<file path="src/rtl/uart_tx_pkg.sv">
// Shared types and constants for the UART transmit framer.
package uart_tx_pkg;

  typedef enum logic [2:0] {
    ST_IDLE,
    ST_START,
    ST_DATA,
    ST_PARITY,
    ST_STOP
  } tx_state_e;

  localparam logic PAR_EVEN = 1'b0;
  localparam logic PAR_ODD  = 1'b1;

endpackage

</file>
<file path="src/rtl/uart_tx_framer_if.sv">
// Payload/configuration handshake between a frame producer and the UART framer.
interface uart_tx_framer_if #(
  parameter int DATA_WIDTH = 8
);
  logic [DATA_WIDTH-1:0] P_DATA;
  logic                  DATA_VALID;
  logic                  DATA_ACK;
  logic                  PAR_EN;
  logic                  PAR_TYP;
  logic                  STOP_2;

  modport master (output P_DATA, DATA_VALID, PAR_EN, PAR_TYP, STOP_2, input DATA_ACK);
  modport slave  (input P_DATA, DATA_VALID, PAR_EN, PAR_TYP, STOP_2, output DATA_ACK);
endinterface

</file>
<file path="src/rtl/uart_parity_calc.sv">
// Parity of the latched payload: plain XOR for even parity, inverted for odd.
module uart_parity_calc
  import uart_tx_pkg::*;
#(
  parameter int DATA_WIDTH = 8
) (
  input  logic [DATA_WIDTH-1:0] data,
  input  logic                  par_typ,
  output logic                  par_bit
);

  assign par_bit = (par_typ == PAR_EVEN) ? ^data : ~(^data);

endmodule

</file>
<file path="src/rtl/uart_tx_framer.sv">
// UART transmit framer: start bit, LSB-first payload, optional parity, one or two
// stop bits, all paced by the TICK bit-boundary enable.
module uart_tx_framer
  import uart_tx_pkg::*;
#(
  parameter int   DATA_WIDTH = 8,
  parameter logic IDLE_LEVEL = 1'b1
) (
  input  logic              CLK,
  input  logic              RST,
  input  logic              TICK,
  uart_tx_framer_if.slave   bus,
  output logic              TX_OUT,
  output logic              BUSY
);

  localparam int CNT_W = $clog2(DATA_WIDTH);
  localparam logic [CNT_W-1:0] LAST_BIT = CNT_W'(DATA_WIDTH - 1);

  tx_state_e             state;
  logic [DATA_WIDTH-1:0] data_q;
  logic [CNT_W-1:0]      bit_cnt;
  logic [CNT_W-1:0]      bit_nxt;
  logic                  par_en_q;
  logic                  par_typ_q;
  logic                  stop2_q;
  logic                  stop_second;
  logic                  ack_q;
  logic                  par_bit;
  logic                  accept;

  uart_parity_calc #(.DATA_WIDTH(DATA_WIDTH)) u_parity (
    .data    (data_q),
    .par_typ (par_typ_q),
    .par_bit (par_bit)
  );

  // A new frame is taken from idle or on the tick that closes the last stop bit,
  // so a held DATA_VALID streams frames with no idle gap.
  always_comb begin
    accept  = 1'b0;
    bit_nxt = bit_cnt + 1'b1;
    if (TICK && bus.DATA_VALID) begin
      accept = (state == ST_IDLE) ||
               ((state == ST_STOP) && (!stop2_q || stop_second));
    end
  end

  assign bus.DATA_ACK = ack_q;

  always_ff @(posedge CLK) begin
    if (RST) begin
      state       <= ST_IDLE;
      TX_OUT      <= IDLE_LEVEL;
      BUSY        <= 1'b0;
      ack_q       <= 1'b0;
      bit_cnt     <= '0;
      data_q      <= '0;
      par_en_q    <= 1'b0;
      par_typ_q   <= 1'b0;
      stop2_q     <= 1'b0;
      stop_second <= 1'b0;
    end else begin
      // NOTE: default-low assignment ahead of the branches makes DATA_ACK a
      // one-cycle pulse; the later non-blocking write on acceptance wins.
      ack_q <= 1'b0;
      if (accept) begin
        data_q      <= bus.P_DATA;
        par_en_q    <= bus.PAR_EN;
        par_typ_q   <= bus.PAR_TYP;
        stop2_q     <= bus.STOP_2;
        stop_second <= 1'b0;
        state       <= ST_START;
        TX_OUT      <= ~IDLE_LEVEL;
        BUSY        <= 1'b1;
        ack_q       <= 1'b1;
      end else if (TICK) begin
        unique case (state)
          ST_IDLE: state <= ST_IDLE;
          ST_START: begin
            state   <= ST_DATA;
            bit_cnt <= '0;
            TX_OUT  <= data_q[0];
          end
          ST_DATA: begin
            if (bit_cnt == LAST_BIT) begin
              bit_cnt <= '0;
              if (par_en_q) begin
                state  <= ST_PARITY;
                TX_OUT <= par_bit;
              end else begin
                state  <= ST_STOP;
                TX_OUT <= IDLE_LEVEL;
              end
            end else begin
              bit_cnt <= bit_nxt;
              TX_OUT  <= data_q[bit_nxt];
            end
          end
          ST_PARITY: begin
            state  <= ST_STOP;
            TX_OUT <= IDLE_LEVEL;
          end
          ST_STOP: begin
            if (stop2_q && !stop_second) begin
              stop_second <= 1'b1;
            end else begin
              state <= ST_IDLE;
              BUSY  <= 1'b0;
            end
          end
          default: begin
            state  <= ST_IDLE;
            TX_OUT <= IDLE_LEVEL;
            BUSY   <= 1'b0;
          end
        endcase
      end
    end
  end

endmodule

</file>
<file path="src/flat_wrapper.sv">
// flat-port wrapper written by rule: the top's interface ports become plain ports
module uart_tx_framer_flat import uart_tx_pkg::*;
#(
  parameter int   DATA_WIDTH = 8,
  parameter logic IDLE_LEVEL = 1'b1
)
  (CLK, RST, TICK, TX_OUT, BUSY, bus_P_DATA, bus_DATA_VALID, bus_PAR_EN, bus_PAR_TYP, bus_STOP_2, bus_DATA_ACK);
  uart_tx_framer_if #(.DATA_WIDTH(DATA_WIDTH)) bus_i ();
  input  logic CLK;
  input  logic RST;
  input  logic TICK;
  output logic TX_OUT;
  output logic BUSY;
  input wire logic [$bits(bus_i.P_DATA)-1:0] bus_P_DATA;
  input wire logic [$bits(bus_i.DATA_VALID)-1:0] bus_DATA_VALID;
  input wire logic [$bits(bus_i.PAR_EN)-1:0] bus_PAR_EN;
  input wire logic [$bits(bus_i.PAR_TYP)-1:0] bus_PAR_TYP;
  input wire logic [$bits(bus_i.STOP_2)-1:0] bus_STOP_2;
  output wire logic [$bits(bus_i.DATA_ACK)-1:0] bus_DATA_ACK;
  assign bus_i.P_DATA = bus_P_DATA;
  assign bus_i.DATA_VALID = bus_DATA_VALID;
  assign bus_i.PAR_EN = bus_PAR_EN;
  assign bus_i.PAR_TYP = bus_PAR_TYP;
  assign bus_i.STOP_2 = bus_STOP_2;
  assign bus_DATA_ACK = bus_i.DATA_ACK;
  uart_tx_framer #(.DATA_WIDTH(DATA_WIDTH), .IDLE_LEVEL(IDLE_LEVEL)) u_core (.CLK(CLK), .RST(RST), .TICK(TICK), .bus(bus_i), .TX_OUT(TX_OUT), .BUSY(BUSY));
endmodule
</file>
<file path="config.mk">
export PLATFORM = sky130hd
export DESIGN_NAME = uart_tx_framer_flat
export DESIGN_NICKNAME = d
export VERILOG_FILES = /design/src/rtl/uart_tx_pkg.sv /design/src/rtl/uart_tx_framer_if.sv /design/src/rtl/uart_parity_calc.sv /design/src/rtl/uart_tx_framer.sv /design/src/flat_wrapper.sv
export SDC_FILE = /design/constraint.sdc
export NUM_CORES = 1
export LEC_CHECK = 0
export CORE_UTILIZATION = 50
export DETAILED_ROUTE_END_ITERATION = 7
export PLACE_DENSITY_LB_ADDON = 0.08
export SYNTH_ARGS = -nofsm -noshare
export SYNTH_HDL_FRONTEND = slang
export SYNTH_SLANG_ARGS = --single-unit
</file>
<file path="constraint.sdc">
create_clock -name CLK -period 2.35 [get_ports CLK]
set_input_delay 0.47 -clock CLK [delete_from_list [all_inputs] [get_ports CLK]]
set_output_delay 0.47 -clock CLK [all_outputs]
set_load 0.02 [all_outputs]
</file>
==> results of run 1 <==
==> sequential cells by signal, indices dropped and copies added (netlist names) <==
signal / count
u_core.par_typ_q: 1
u_core.state: 3
u_core.bus.DATA_ACK: 1
u_core.TX_OUT: 1
u_core.stop2_q: 1
u_core.par_en_q: 1
u_core.bit_cnt: 3
u_core.data_q: 8
u_core.BUSY: 1
u_core.stop_second: 1
==> metal layers <==
layer | share of wire, % | wire, um | vias up | GRT usage (%)
li1 | - | - | 494 | -
met5 | 0 | 0 | - | 0
met4 | 1.7 | 36 | 0 | 8.33
met1 | 48 | 1050 | 439 | 26.2
met2 | 47 | 1020 | 18 | 35.1
met3 | 3.0 | 66 | 5 | 3.57
==> worst max-delay path by stage <==
stage / end / slack, ps
global route: u_core.TX_OUT / 100
CTS: u_core.TX_OUT / 200
detailed placement: u_core.TX_OUT / 220
finish: u_core.TX_OUT / 220
floorplan: u_core.TX_OUT / 350
global placement: u_core.TX_OUT / 300
==> final cells by class <==
class	instances	area [sq um]	area share (%)
clock buffers	4	26.3	1.90
inverters	2	7.51	0.543
flip-flops and latches	21	420	30.4
repair buffers	19	185	13.4
well taps	28	35.0	2.53
multi-input cells	97	708	51.2
==> synth_stat cells, types with 3 or more instances <==
cell      instances  area [sq um]
xnor2_1           3          26.3
nor2b_1           3          18.8
nand2_1           4          15.0
o21a_1            3          22.5
clkbuf_1          4          15.0
mux2_2            4          45.0
a21oi_1           7          35.0
o21ai_0           5          25.0
nor3_1            6          30.0
nor2_1           18          67.6
dfxtp_1          21           420
nand2b_1          4          25.0
mux2i_1          13           130
==> report_power, final <==
part	switching [W]	leakage (nW)	internal [W]
clock network	0.000107	0.0150	0.0000663
logic	0.0000543	0.395	0.0000783
registers	0.0000221	0.171	0.000373
total	0.000184	0.581	0.000517
==> kinds of logic (layout without fill, tap and decap cells) <==
group	after synthesis	in the layout	share of synthesized area, %
adder cells (fa/ha/maj)	2	2	2.10
AO/OA/AOI/OAI	27	27	15.0
buffers and inverters	11	25	5.25
multiplexers	18	18	16.6
AND/OR/NAND/NOR	44	44	18.9
flip-flops	21	21	35.3
XOR/XNOR	6	6	6.83
==> tightest hold or removal path, cell delays in order (launching register included) <==
cell and delay (ps):
dfxtp_1 340, mux2i_1 70, nor2_1 70
==> layout by cell type (no fill, tap or decap), types with 2 or more instances in the layout <==
master           count
a21oi_1              7
xnor2_1              3
o31ai_1              2
buf_4                2
nand3_1              2
o21a_1               3
nand2_1              4
ha_1                 2
clkdlybuf4s50_1     17
o21bai_1             2
clkbuf_4             3
o21ai_0              5
dfxtp_1             21
mux2i_1             13
inv_1                2
mux2_2               4
nor2b_1              3
nor3_1               6
nand2b_1             4
nor2_1              18
==> stage by stage <==
stage               area (sq um)  instances  worst slack (ps)  power, W  hold slack [ps]
finish                      1380        171               215  0.000701              511
CTS                         1380        171               201  0.000711              521
floorplan                   1190        129               347  0.000492              465
detailed placement          1360        167               221  0.000535              492
global route                1380        171               104  0.000739              538
global placement            1360        167               304  0.000534              492
==> metrics.cfg, run 1 <==
[critical_path]
worst_r2r_endpoint=u_core.TX_OUT
cp_max_fo=5
startpoint=u_core.bit_cnt[0]
crit_slowest_cell=mux4_2
cp.depth=6
path_cells=ha_1 > ha_1 > mux2_2 > mux4_2 > o21ai_0 > a211oi_1
cp.arrival_ps=2330
start_kind=register
critPathTopFamily=multiplexers
worstPathRequired_ps=2540
slowest_delay_ps=460
worst-path-buf-inv=0
worstSetupPathType=reg2reg
critPathCaptureType=register
crit_top_cell=ha_1
r2r_setup_slack_ps=220
reg2reg_depth=6
rr_startpoint=u_core.bit_cnt[0]

[synthesis]
ys_seq_area_share_pct=35.3
ys_seq_elements=21
synth-edff-count=0
synthesis.area_sq_um=1190
avgSynthCellArea_sq_um=9.23
synthesis.nets=146
synthArstFlopShare_pct=0
syn_inst=129
yosys_most_used_dff=dfxtp_1
synth_cell_types=41
synth-warning-count=0

[timing]
post-route-min-period_ps=2130
fin_setup_tns_ps=0
finalMaxSlewViolations=0
fmax_mhz=468
skew_ps=8.26
grt_setup_unrepaired=false
hold_viol=0
relSlewSlack_pct=59.8
fin_crit_sh_pct=90.8
setup_viol=0
worstMarginPinSlew_ps=603

[die]
start_util_pct=53.3
ioPinCount=18
core_sq_um=2230
die_w_um=50.8
die_y_um=50.8
rows=17
dieArea_sq_um=2580

[pwr]
peakVddDrop_uv=334
p_leak_nw=0.581
power.density_nw_per_um2=507

[clock_tree]
cts_max_path_buffers=2
postCtsSetupRepairBufs=0
numCtsBuffers=3
htreeDepth=1
ctsHoldBuffers=0
clock_latency_ps=310
clkTransAtPathRegs_ps=120
ctsRootBufferMaster=clkbuf_4
ctsResizeCount=0
tritoncts=built
clock-sinks=21

[detailed_routing]
dr.pass1.iters=4
drt-wirelength-per-cell_um=12.7
via_per_inst=5.59
drtIter0Drc=12
ant_nets=0
drt-total-wl_um=2180
vias=956
drcViolationCount=0

[layout]
filler_cell_count=212
layout-drive-gt1-share_pct=8.39
area_growth_pct=16.1
layout.nets=161
fin_util_pct=61.9
diodes=0

[global_routing]
grt_pass1_vias=911
grtUsageTotal_pct=20.8
grt_first_pass_wirelength_um=3950
gr-total-overflow=0
grt_max_degree=24
antenna_found_initial=0

[min_path]
hold_path_class=reg2reg
hold_depth=2
min_to=u_core.bit_cnt[1]
worstHoldStart=u_core.bit_cnt[1]

[placement]
routabilityCongestion=0.797
hpwl_um=1600
portBuffers=17

[run_status]
outcome=finished clean

[run]
drv_cap=0

(Power assumes the default switching activity.)
==> run 2: changes to the inputs <==
--- a/config.mk
+++ b/config.mk
@@ -8,6 +8,8 @@
 export CORE_UTILIZATION = 50
 export DETAILED_ROUTE_END_ITERATION = 7
 export PLACE_DENSITY_LB_ADDON = 0.08
+export SKIP_LAST_GASP = 1
+export SLEW_MARGIN = 25
 export SYNTH_ARGS = -nofsm -noshare
 export SYNTH_HDL_FRONTEND = slang
 export SYNTH_SLANG_ARGS = --single-unit
==> results of run 2 <==
Final layout, timing and power as in run 1 (identical DEF).
